<file path="config.mk">
export PLATFORM = sky130hd
export DESIGN_NAME = mem_stage
export DESIGN_NICKNAME = d
export VERILOG_FILES = /design/src/rtl/mem_pkg.sv /design/src/rtl/mem_lane_align.sv /design/src/rtl/mem_stage.sv
export SDC_FILE = /design/constraint.sdc
export NUM_CORES = 1
export LEC_CHECK = 0
export ABC_AREA = 0
export ABC_CLOCK_PERIOD_IN_PS = 5300
export CAP_MARGIN = 0
export CELL_PAD_IN_SITES_DETAIL_PLACEMENT = 2
export CELL_PAD_IN_SITES_GLOBAL_PLACEMENT = 2
export CORE_UTILIZATION = 24
export DETAILED_ROUTE_END_ITERATION = 10
export MAX_ROUTING_LAYER = met4
export PLACE_DENSITY_LB_ADDON = 0.1
export REMOVE_ABC_BUFFERS = 1
export SETUP_SLACK_MARGIN = 0.15
export SLEW_MARGIN = 20
export SYNTH_ARGS = -nofsm -noshare
export SYNTH_HDL_FRONTEND = slang
export SYNTH_SLANG_ARGS = --single-unit
</file>
<file path="constraint.sdc">
create_clock -name Clk -period 5.3 [get_ports Clk]
set_clock_uncertainty 0.15 [all_clocks]
set_input_delay 0.795 -clock Clk [delete_from_list [all_inputs] [get_ports Clk]]
set_output_delay 0.795 -clock Clk [all_outputs]
set_load 0.01 [all_outputs]
</file>
<file path="src/rtl/mem_pkg.sv">
// Shared size/state encodings and defaults for the memory-access stage.
package mem_pkg;

    localparam logic [1:0] MEM_SIZE_B = 2'b00;
    localparam logic [1:0] MEM_SIZE_H = 2'b01;
    localparam logic [1:0] MEM_SIZE_W = 2'b10;

    localparam int MEM_TIMEOUT_DEFAULT = 16;

    typedef enum logic [1:0] {
        ST_IDLE = 2'b00,
        ST_REQ  = 2'b01,
        ST_DONE = 2'b10
    } mem_state_t;

endpackage

</file>
<file path="src/rtl/mem_lane_align.sv">
// Store steering, byte enables, load extract/extend and alignment check; purely combinational.
// Sub-word support only with MEM_SUBWORD_EN defined, otherwise word-only accesses.
module mem_lane_align
    import mem_pkg::*;
(
    input  logic [1:0]  addr_lo,
    input  logic [1:0]  size,
    input  logic        sign_ext,
    input  logic [31:0] store_data,
    input  logic [31:0] load_data,
    output logic [3:0]  be,
    output logic [31:0] store_lanes,
    output logic [31:0] load_ext,
    output logic        misalign
);

`ifdef MEM_SUBWORD_EN
    logic [31:0] load_shift;
    logic [15:0] load_half;

    assign load_shift = load_data >> {addr_lo, 3'b000};
    assign load_half  = addr_lo[1] ? load_data[31:16] : load_data[15:0];

    always_comb begin
        be          = 4'b1111;
        store_lanes = store_data;
        load_ext    = load_data;
        misalign    = |addr_lo;
        case (size)
            MEM_SIZE_B: begin
                be          = 4'b0001 << addr_lo;
                store_lanes = {4{store_data[7:0]}};
                load_ext    = {{24{sign_ext & load_shift[7]}}, load_shift[7:0]};
                misalign    = 1'b0;
            end
            MEM_SIZE_H: begin
                be          = addr_lo[1] ? 4'b1100 : 4'b0011;
                store_lanes = {2{store_data[15:0]}};
                load_ext    = {{16{sign_ext & load_half[15]}}, load_half};
                misalign    = addr_lo[0];
            end
            default: begin
                // word (and the unused 2'b11 code) behave as full-word accesses
            end
        endcase
    end
`else
    logic unused_size_bits;

    assign unused_size_bits = ^{size, sign_ext};
    assign be               = 4'b1111;
    assign store_lanes      = store_data;
    assign load_ext         = load_data;
    assign misalign         = |addr_lo;
`endif

endmodule

</file>
<file path="src/rtl/mem_stage.sv">
// MEM pipeline stage: loads/stores over a single-beat req/ack bus; non-memory ops pass through combinationally.
// Stalls upstream and bubbles MEM/WB while an access is in flight (2 stall cycles minimum); MEM_SUBWORD_EN enables byte/half.
module mem_stage
    import mem_pkg::*;
#(
    parameter int TIMEOUT_CYCLES = MEM_TIMEOUT_DEFAULT
) (
    input  logic        Clk,
    input  logic        Rst,
    input  logic        in_Valid,
    input  logic        in_RegWrite,
    input  logic        in_MemToReg,
    input  logic        in_MemRead,
    input  logic        in_MemWrite,
    input  logic [1:0]  in_MemSize,
    input  logic        in_MemSigned,
    input  logic [31:0] in_ALUOut,
    input  logic [31:0] in_WriteData,
    input  logic [4:0]  in_WriteRegAddr,
    output logic        MEM_RegWrite,
    output logic        MEM_MemToReg,
    output logic [31:0] MEM_ALUOut,
    output logic [31:0] MEM_ReadMemData,
    output logic [4:0]  MEM_WriteRegAddr,
    output logic        Stall_Mem,
    output logic        DMem_Req,
    output logic        DMem_We,
    output logic [31:0] DMem_Addr,
    output logic [3:0]  DMem_Be,
    output logic [31:0] DMem_WData,
    input  logic [31:0] DMem_RData,
    input  logic        DMem_Ack,
    output logic        Mem_Misalign,
    output logic        Mem_Err
);

    localparam int CW = (TIMEOUT_CYCLES > 1) ? $clog2(TIMEOUT_CYCLES) : 1;
    localparam logic [CW-1:0] TO_LAST = (TIMEOUT_CYCLES > 0) ? CW'(TIMEOUT_CYCLES - 1) : '0;

    mem_state_t  state, state_nxt;
    logic        start, misalign_evt, mem_op, timeout_hit;
    logic        lat_regwrite, lat_memtoreg, lat_we, lat_signed, timed_out;
    logic [1:0]  lat_size;
    logic [31:0] lat_aluout, rdata_q;
    logic [4:0]  lat_wra;
    logic [CW-1:0] tcnt;

    logic [1:0]  al_addr, al_size;
    logic        al_signed, al_misalign;
    logic [3:0]  al_be;
    logic [31:0] al_store, al_load;

    assign mem_op      = in_Valid & (in_MemRead | in_MemWrite);
    assign timeout_hit = (TIMEOUT_CYCLES != 0) && (tcnt == TO_LAST);

    // The single aligner sees the incoming op in IDLE and the latched op once the access is in flight.
    assign al_addr   = (state == ST_IDLE) ? in_ALUOut[1:0] : lat_aluout[1:0];
    assign al_size   = (state == ST_IDLE) ? in_MemSize     : lat_size;
    assign al_signed = (state == ST_IDLE) ? in_MemSigned   : lat_signed;

    mem_lane_align u_align (
        .addr_lo     (al_addr),
        .size        (al_size),
        .sign_ext    (al_signed),
        .store_data  (in_WriteData),
        .load_data   (DMem_RData),
        .be          (al_be),
        .store_lanes (al_store),
        .load_ext    (al_load),
        .misalign    (al_misalign)
    );

    always_comb begin
        state_nxt        = state;
        start            = 1'b0;
        misalign_evt     = 1'b0;
        Stall_Mem        = 1'b0;
        MEM_RegWrite     = 1'b0;
        MEM_MemToReg     = in_MemToReg;
        MEM_ALUOut       = in_ALUOut;
        MEM_WriteRegAddr = in_WriteRegAddr;
        MEM_ReadMemData  = '0;
        case (state)
            ST_IDLE: begin
                if (mem_op) begin
                    if (al_misalign) begin
                        misalign_evt = 1'b1;
                    end else begin
                        start     = 1'b1;
                        Stall_Mem = 1'b1;
                        state_nxt = ST_REQ;
                    end
                end else begin
                    MEM_RegWrite = in_Valid & in_RegWrite;
                end
            end
            ST_REQ: begin
                Stall_Mem = 1'b1;
                if (DMem_Ack || timeout_hit) state_nxt = ST_DONE;
            end
            ST_DONE: begin
                MEM_RegWrite     = lat_regwrite & ~timed_out;
                MEM_MemToReg     = lat_memtoreg;
                MEM_ALUOut       = lat_aluout;
                MEM_WriteRegAddr = lat_wra;
                MEM_ReadMemData  = rdata_q;
                state_nxt        = ST_IDLE;
            end
            default: state_nxt = ST_IDLE;
        endcase
        if (Rst) begin
            Stall_Mem    = 1'b0;
            MEM_RegWrite = 1'b0;
        end
    end

    always_ff @(posedge Clk) begin
        if (Rst) begin
            state        <= ST_IDLE;
            DMem_Req     <= 1'b0;
            DMem_We      <= 1'b0;
            DMem_Addr    <= '0;
            DMem_Be      <= '0;
            DMem_WData   <= '0;
            Mem_Err      <= 1'b0;
            Mem_Misalign <= 1'b0;
            lat_regwrite <= 1'b0;
            lat_memtoreg <= 1'b0;
            lat_we       <= 1'b0;
            lat_signed   <= 1'b0;
            lat_size     <= '0;
            lat_aluout   <= '0;
            lat_wra      <= '0;
            rdata_q      <= '0;
            timed_out    <= 1'b0;
            tcnt         <= '0;
        end else begin
            state        <= state_nxt;
            Mem_Misalign <= misalign_evt;
            if (start) begin
                lat_regwrite <= in_RegWrite;
                lat_memtoreg <= in_MemToReg;
                lat_we       <= in_MemWrite;
                lat_signed   <= in_MemSigned;
                lat_size     <= in_MemSize;
                lat_aluout   <= in_ALUOut;
                lat_wra      <= in_WriteRegAddr;
                DMem_Req     <= 1'b1;
                DMem_We      <= in_MemWrite;
                DMem_Addr    <= {in_ALUOut[31:2], 2'b00};
                DMem_Be      <= al_be;
                DMem_WData   <= al_store;
                rdata_q      <= '0;
                timed_out    <= 1'b0;
                tcnt         <= '0;
            end
            if (state == ST_REQ) begin
                if (DMem_Ack) begin
                    DMem_Req <= 1'b0;
                    rdata_q  <= lat_we ? '0 : al_load;
                end else if (timeout_hit) begin
                    DMem_Req  <= 1'b0;
                    Mem_Err   <= 1'b1;
                    timed_out <= 1'b1;
                    rdata_q   <= '0;
                end else if (TIMEOUT_CYCLES != 0) begin
                    tcnt <= tcnt + 1'b1;
                end
            end
        end
    end

endmodule

</file>
# Word-level counts from Yosys, hierarchy flattened
# Index checks and enable logic that the tools add are counted.
[classes] n_bitwise=8 n_eq_ne=6 add_sub_neg=1 mux=35 reduce_logical=6
[ops] cell="2-to-1 mux 32 bit" count=7
[ops] cell="2-to-1 mux 1 bit" count=16
[ops] cell="2-to-1 mux 4 bit" count=4
[ops] cell="2-to-1 mux 2 bit" count=4
[ops] cell="!= test 2 bit (second input constant)" count=3
[ops] cell="AND reduction 3 bit" count=2
[ops] cell="2-to-1 mux 5 bit" count=1
[ops] cell="adder 4 x 1 -> 4 bit (second input constant)" count=1
[ops] cell="equality test 4 bit (second input constant)" count=1
[ops] cell="inverter 1 bit" count=4
[ops] cell="case mux 1 bit (2 select lines)" count=2
[ops] cell="case mux 2 bit (2 select lines)" count=1
[ops] cell="bitwise AND 1 bit" count=3
[ops] cell="OR reduction 3 bit" count=1
[ops] cell="equality test 2 x 1 -> 1 bit (second input constant)" count=1
[ops] cell="equality test 2 bit (second input constant)" count=1
[ops] cell="logical NOT 2 bit" count=1
[ops] cell="OR reduction 2 bit" count=1
[ops] cell="logical OR 1 bit" count=1
[ops] cell="OR 1 bit" count=1
[totals] reg_bits=145 inputBits=112 out_inout_bits=144 elab_cells=71

# Depth between registers and ports, before layout
[depth] depth_word=10 depth_mapped=6 depth_no_buf=4

# By module
# A second synthesis with hierarchy kept.
[unflattened] hier_cells=766 area_unflattened_um2=6062.1
[modules_own_cells] module="mem_stage" n_inst=1 cells_per_inst=696 seq_area_each_um2=2422.3 area_per_inst_um2=5541.6
[modules_own_cells] module="mem_lane_align" n_inst=1 cells_per_inst=70 seq_area_each_um2=0.0 area_per_inst_um2=520.5

# Worst setup path before layout
# No wires, ideal clock.
[synth_timing] path_kind="in2out" startpoint="input in_MemWrite" endpoint="output Stall_Mem" cell_stages=5 t_required_ns=4.355 setup_slack_ns=2.534 path_buffers=2 t_arrival_ns=1.821 cell_sequence="or2_0 > clkbuf_1 > clkbuf_1 > a31oi_1 > nor3_1"
[synth_between] elab_chain_cells=5
[synth_rtl] element="start: declaration" line="mem_stage.sv:14" rtl="input logic in_MemWrite,"
[synth_rtl] element="OR 1 bit" line="mem_stage.sv:53" rtl="assign mem_op = in_Valid & (in_MemRead | in_MemWrite);"
[synth_rtl] element="bitwise AND 1 bit" line="mem_stage.sv:53"
[synth_rtl] element="2-to-1 mux 1 bit" line="mem_stage.sv:85" rtl="if (mem_op) begin"
[synth_rtl] element="case mux 1 bit (2 select lines)" line="mem_stage.sv:83" rtl="case (state)"
[synth_rtl] element="2-to-1 mux 1 bit" line="mem_stage.sv:111" rtl="if (Rst) begin"
[synth_rtl] element="end: declaration" line="mem_stage.sv:25" rtl="output logic Stall_Mem,"
# Every way passes these cells.

# Final worst setup path
[layout_timing] startpoint="input in_Valid" endpoint="output MEM_RegWrite"
[layout_between] elab_chain_cells=4 word_cells_on_any_way=5 cone_classes="3 x mux; 2 x bitwise"
[layout_rtl] element="start: declaration" line="mem_stage.sv:10" rtl="input logic in_Valid,"
[layout_rtl] element="bitwise AND 1 bit, on equally long branches" line="mem_stage.sv:94, mem_stage.sv:53"
[layout_rtl] element="2-to-1 mux 1 bit *" line="mem_stage.sv:85"
[layout_rtl] element="case mux 1 bit (2 select lines) *" line="mem_stage.sv:83"
[layout_rtl] element="2-to-1 mux 1 bit *" line="mem_stage.sv:111"
[layout_rtl] element="end: declaration" line="mem_stage.sv:20" rtl="output logic MEM_RegWrite,"
# Mark *: on every way between the ends. The rest lies on a longest branch, timed or not.

==> summary.md <==
| Metric | Value |
|---|---|
| Peak supply drop | 0.1332 mV |
| Initial core utilization | approximately 24% |
| Synth Instances | between 600 and 700 |
| FFs w/ async S/R, synth | 0% |
| Fin crit period | 3874 ps |
| CTS buffer count | 17 |
| Post-CTS setup buffer count | 0 |
| Htree depth | 4 |
| Net count, final | between 900 and 1000 |
| FMAX | 258.1 MHz |
| Pin count of the biggest net entering global routing | 74 |
| CP delay by family, top | buffers and inverters |
| Most instantiated library cell after synthesis | nand2_1 |
| Yosys cell types | 42 |
| Die extent in y | 154.2 um |
| First-pass GRT wire length | 37410 um |
| CTS-repair resized insts | 0 |
| DP Wirelength | 15170 um |
| Most common cell on crit path | clkdlybuf4s50_1 |
| Post-synth EDFFs | 0 |
| Share of layout cells above drive strength 1 | ~6.5% |
| CP Depth | 5 |
| LEAKAGE | roughly 3 nW |
| Routed WL | 23830 um |
| Antenna violations before repair | 0 |
| Setup crit end kind | primary output |
| Sequential share of the synthesized area | ~41% |
| Seq. cell area | 2302 sq um |
| Status | finished, final reports clean |
| DRT antenna net count | 0 |
| # fillers | between 2000 and 3000 |
| GRT Util Overall | a little over a fifth |
| Max-Cap Viols | 0 |
| Slowest stage cell, crit path | nor3b_2 |
| Die area | 23790 sq um |
| Layout area overhead | 53.19% |
| Count of final setup violators | 0 |
| Clock transition at the registers of the reported paths | around 60 ps |
| Setup WS pre-CTS | 1390 ps |
| YS warnings | 0 |
| Slew of the pin with the lowest slew margin | 1017 ps |
| Buffers on Ports | 250 |
| Clock Path Buffers | 2 |
| Clk sink count | 115 |
| Clk root buf | clkbuf_16 |
| Worst Hold Class | reg -> reg |
| GP Congestion | 0.7479 |
| ANT cells | 0 |
| Synth Cell Area | 5563 sq um |
| Max Transition Viols Final | 0 |
| Final routed DRC violation total | 0 |
| Final WS setup | 1426 ps |
| IO Pins | 256 |
| Top cell type's share of synthesized area | a little over 40% |
| CP Data Required Time | 4360 ps |
| Iter 0 DRT Violations | 201 |
| Crit-path max FO | 10 |
| Worst Reg-to-Reg Cells | 4 |
| Die Wd | approximately 150 um |
| RSZ-0062 raised after global routing | false |
| Via count | slightly below 6000 |
| Mean Syn Cell Area | 8.328 sq um |
| Largest area contributor in the netlist | dfxtp_1 |
| DRT Pass-1 Iters | 4 |
| Multi-input gate area | 2655 sq um |
| Rel. slew slack | 32.22% |
| Pwr Total | 2.479 mW |
| CTS tree | built |
| Top_reg_cell synth | dfxtp_1 |
| Final Cycle Share | 73.10% |
| CP Class | in -> out |
| FP Rows | 55 |
| Cells along the critical path | clkdlybuf4s50_1, nor3b_2, a31oi_1, nor3_1, clkdlybuf4s50_1 |
| Hold Vio Cnt, Final | 0 |
| Core area | ~23000 sq um |
| Post-cts hold buffer count | 0 |
| Top post-synthesis cells by area | dfxtp_1, o31ai_1, nand2_1 |
| Routed wire per std cell | ~21 um |
| WP data arrival | 2930 ps |
| Peak per-stage delay on the critical path | 690 ps |
| Pwr Density | 290.8 nW/um^2 |
| Latest clock arrival within the worst-skew pair | 420 ps |
| Setup crit start kind | primary input |
| Overflow after GRT | 0 |
| Commonest cells post-synth | nand2_1, dfxtp_1, a21oi_1, o31ai_1, nand4_1 |
| Vias in the first global route | 6411 |
| DR vias/cell | 5.202 |
| Synthesis-stage register bit count | 115 |
| Buf/Inv on CP | 2 |
| Worst hold stages | 2 |
| Util after Layout | 37.53% |
registers in the layout, indices dropped and copies added, names as in the netlist:
| signal | cells |
|---|---|
| lat_we | 1 |
| DMem_WData | 32 |
| lat_regwrite | 1 |
| lat_memtoreg | 1 |
| Mem_Misalign | 1 |
| tcnt | 4 |
| Mem_Err | 1 |
| DMem_Req | 1 |
| timed_out | 1 |
| state | 2 |
| lat_wra | 5 |
| lat_aluout | 32 |
| rdata_q | 32 |
| DMem_Be | 1 |
metrics by stage:
stage                     TNS (ps)  hold slack (ps)  instances  area (sq um)
after floorplan             -67150            279.6        555          4936
after global placement           0            296.1       1099          7885
after detailed placement         0            302.5       1099          7886
after CTS                        0            328.7       1131          8522
after global routing             0            343.1       1131          8522
final                            0            322.7       1131          8522
per-layer routing:
metal	wire [um]	track usage (%)	vias to the layer above	part of all wire [%]
li1	-	-	2744	-
met1	9985	23.43	2958	42
met2	12010	35.61	151	50
met3	1408	6.108	31	5.9
met4	428	6.524	0	1.8
met5	0	-	-	0
cells in the final DEF (no fill, tap or decap), drive strengths merged, types with 2 or more instances in the layout:
cell	Yosys	final
nand4	69	69
bufinv	0	3
clkbuf	43	20
dfxtp	115	115
nand2	116	116
clkinv	0	2
o21a	3	3
or2	2	2
a32o	33	33
clkdlybuf4s50	0	249
or3b	2	2
clkinvlp	0	2
buf	71	10
nor2	5	5
nor2b	2	2
nand3	3	3
conb	1	2
a31oi	3	3
o31ai	72	72
a21oi	72	72
nor3	3	3
and2	34	34
nor3b	2	2
nand2b	2	2
inv	2	7
path summary, 6_finish.rpt:
kind	start	to	slack, ps
max	in_Valid	MEM_RegWrite	1430
min	DMem_WData[12]$_SDFFE_PP0P_	DMem_WData[12]$_SDFFE_PP0P_	320
max reg2reg	state[1]$_SDFFE_PP0P_	DMem_WData[1]$_SDFFE_PP0P_	2720
min reg2reg	DMem_WData[12]$_SDFFE_PP0P_	DMem_WData[12]$_SDFFE_PP0P_	320
where the power goes:
group,total [mW],leakage (nW),internal [mW],switching (mW)
Sequential,0.898,0.931,0.885,0.0137
Combinational,0.324,1.80,0.154,0.170
Clock,1.26,0.306,0.788,0.468
final cells by class:
type	count	share of cell area (%)
Clock inverter	12	1.982
Clock buffer	20	5.476
Sequential cell	115	27.02
Timing Repair Buffer	259	30.10
Inverter	2	0.08809
Tap cell	285	4.184
Multi-Input combinational cell	438	31.16
worst reg2reg max path: stages, from the launching register on:
cell and delay (ps):
dfxtp_1 410, nor3b_2 750, buf_4 760, nand4_1 260, a21oi_1 180
cell families after synthesis:
kind of cell	share of synthesized area, %
AND/OR/NAND/NOR	22.72
AO/OA/AOI/OAI	23.80
buffers and inverters	11.47
flip-flops	41.39
adder cells (fa/ha/maj)	0.2249
other	0.06741
XOR/XNOR	0.1575
multiplexers	0.1799
No activity file was read; power rests on OpenSTA's default activity.
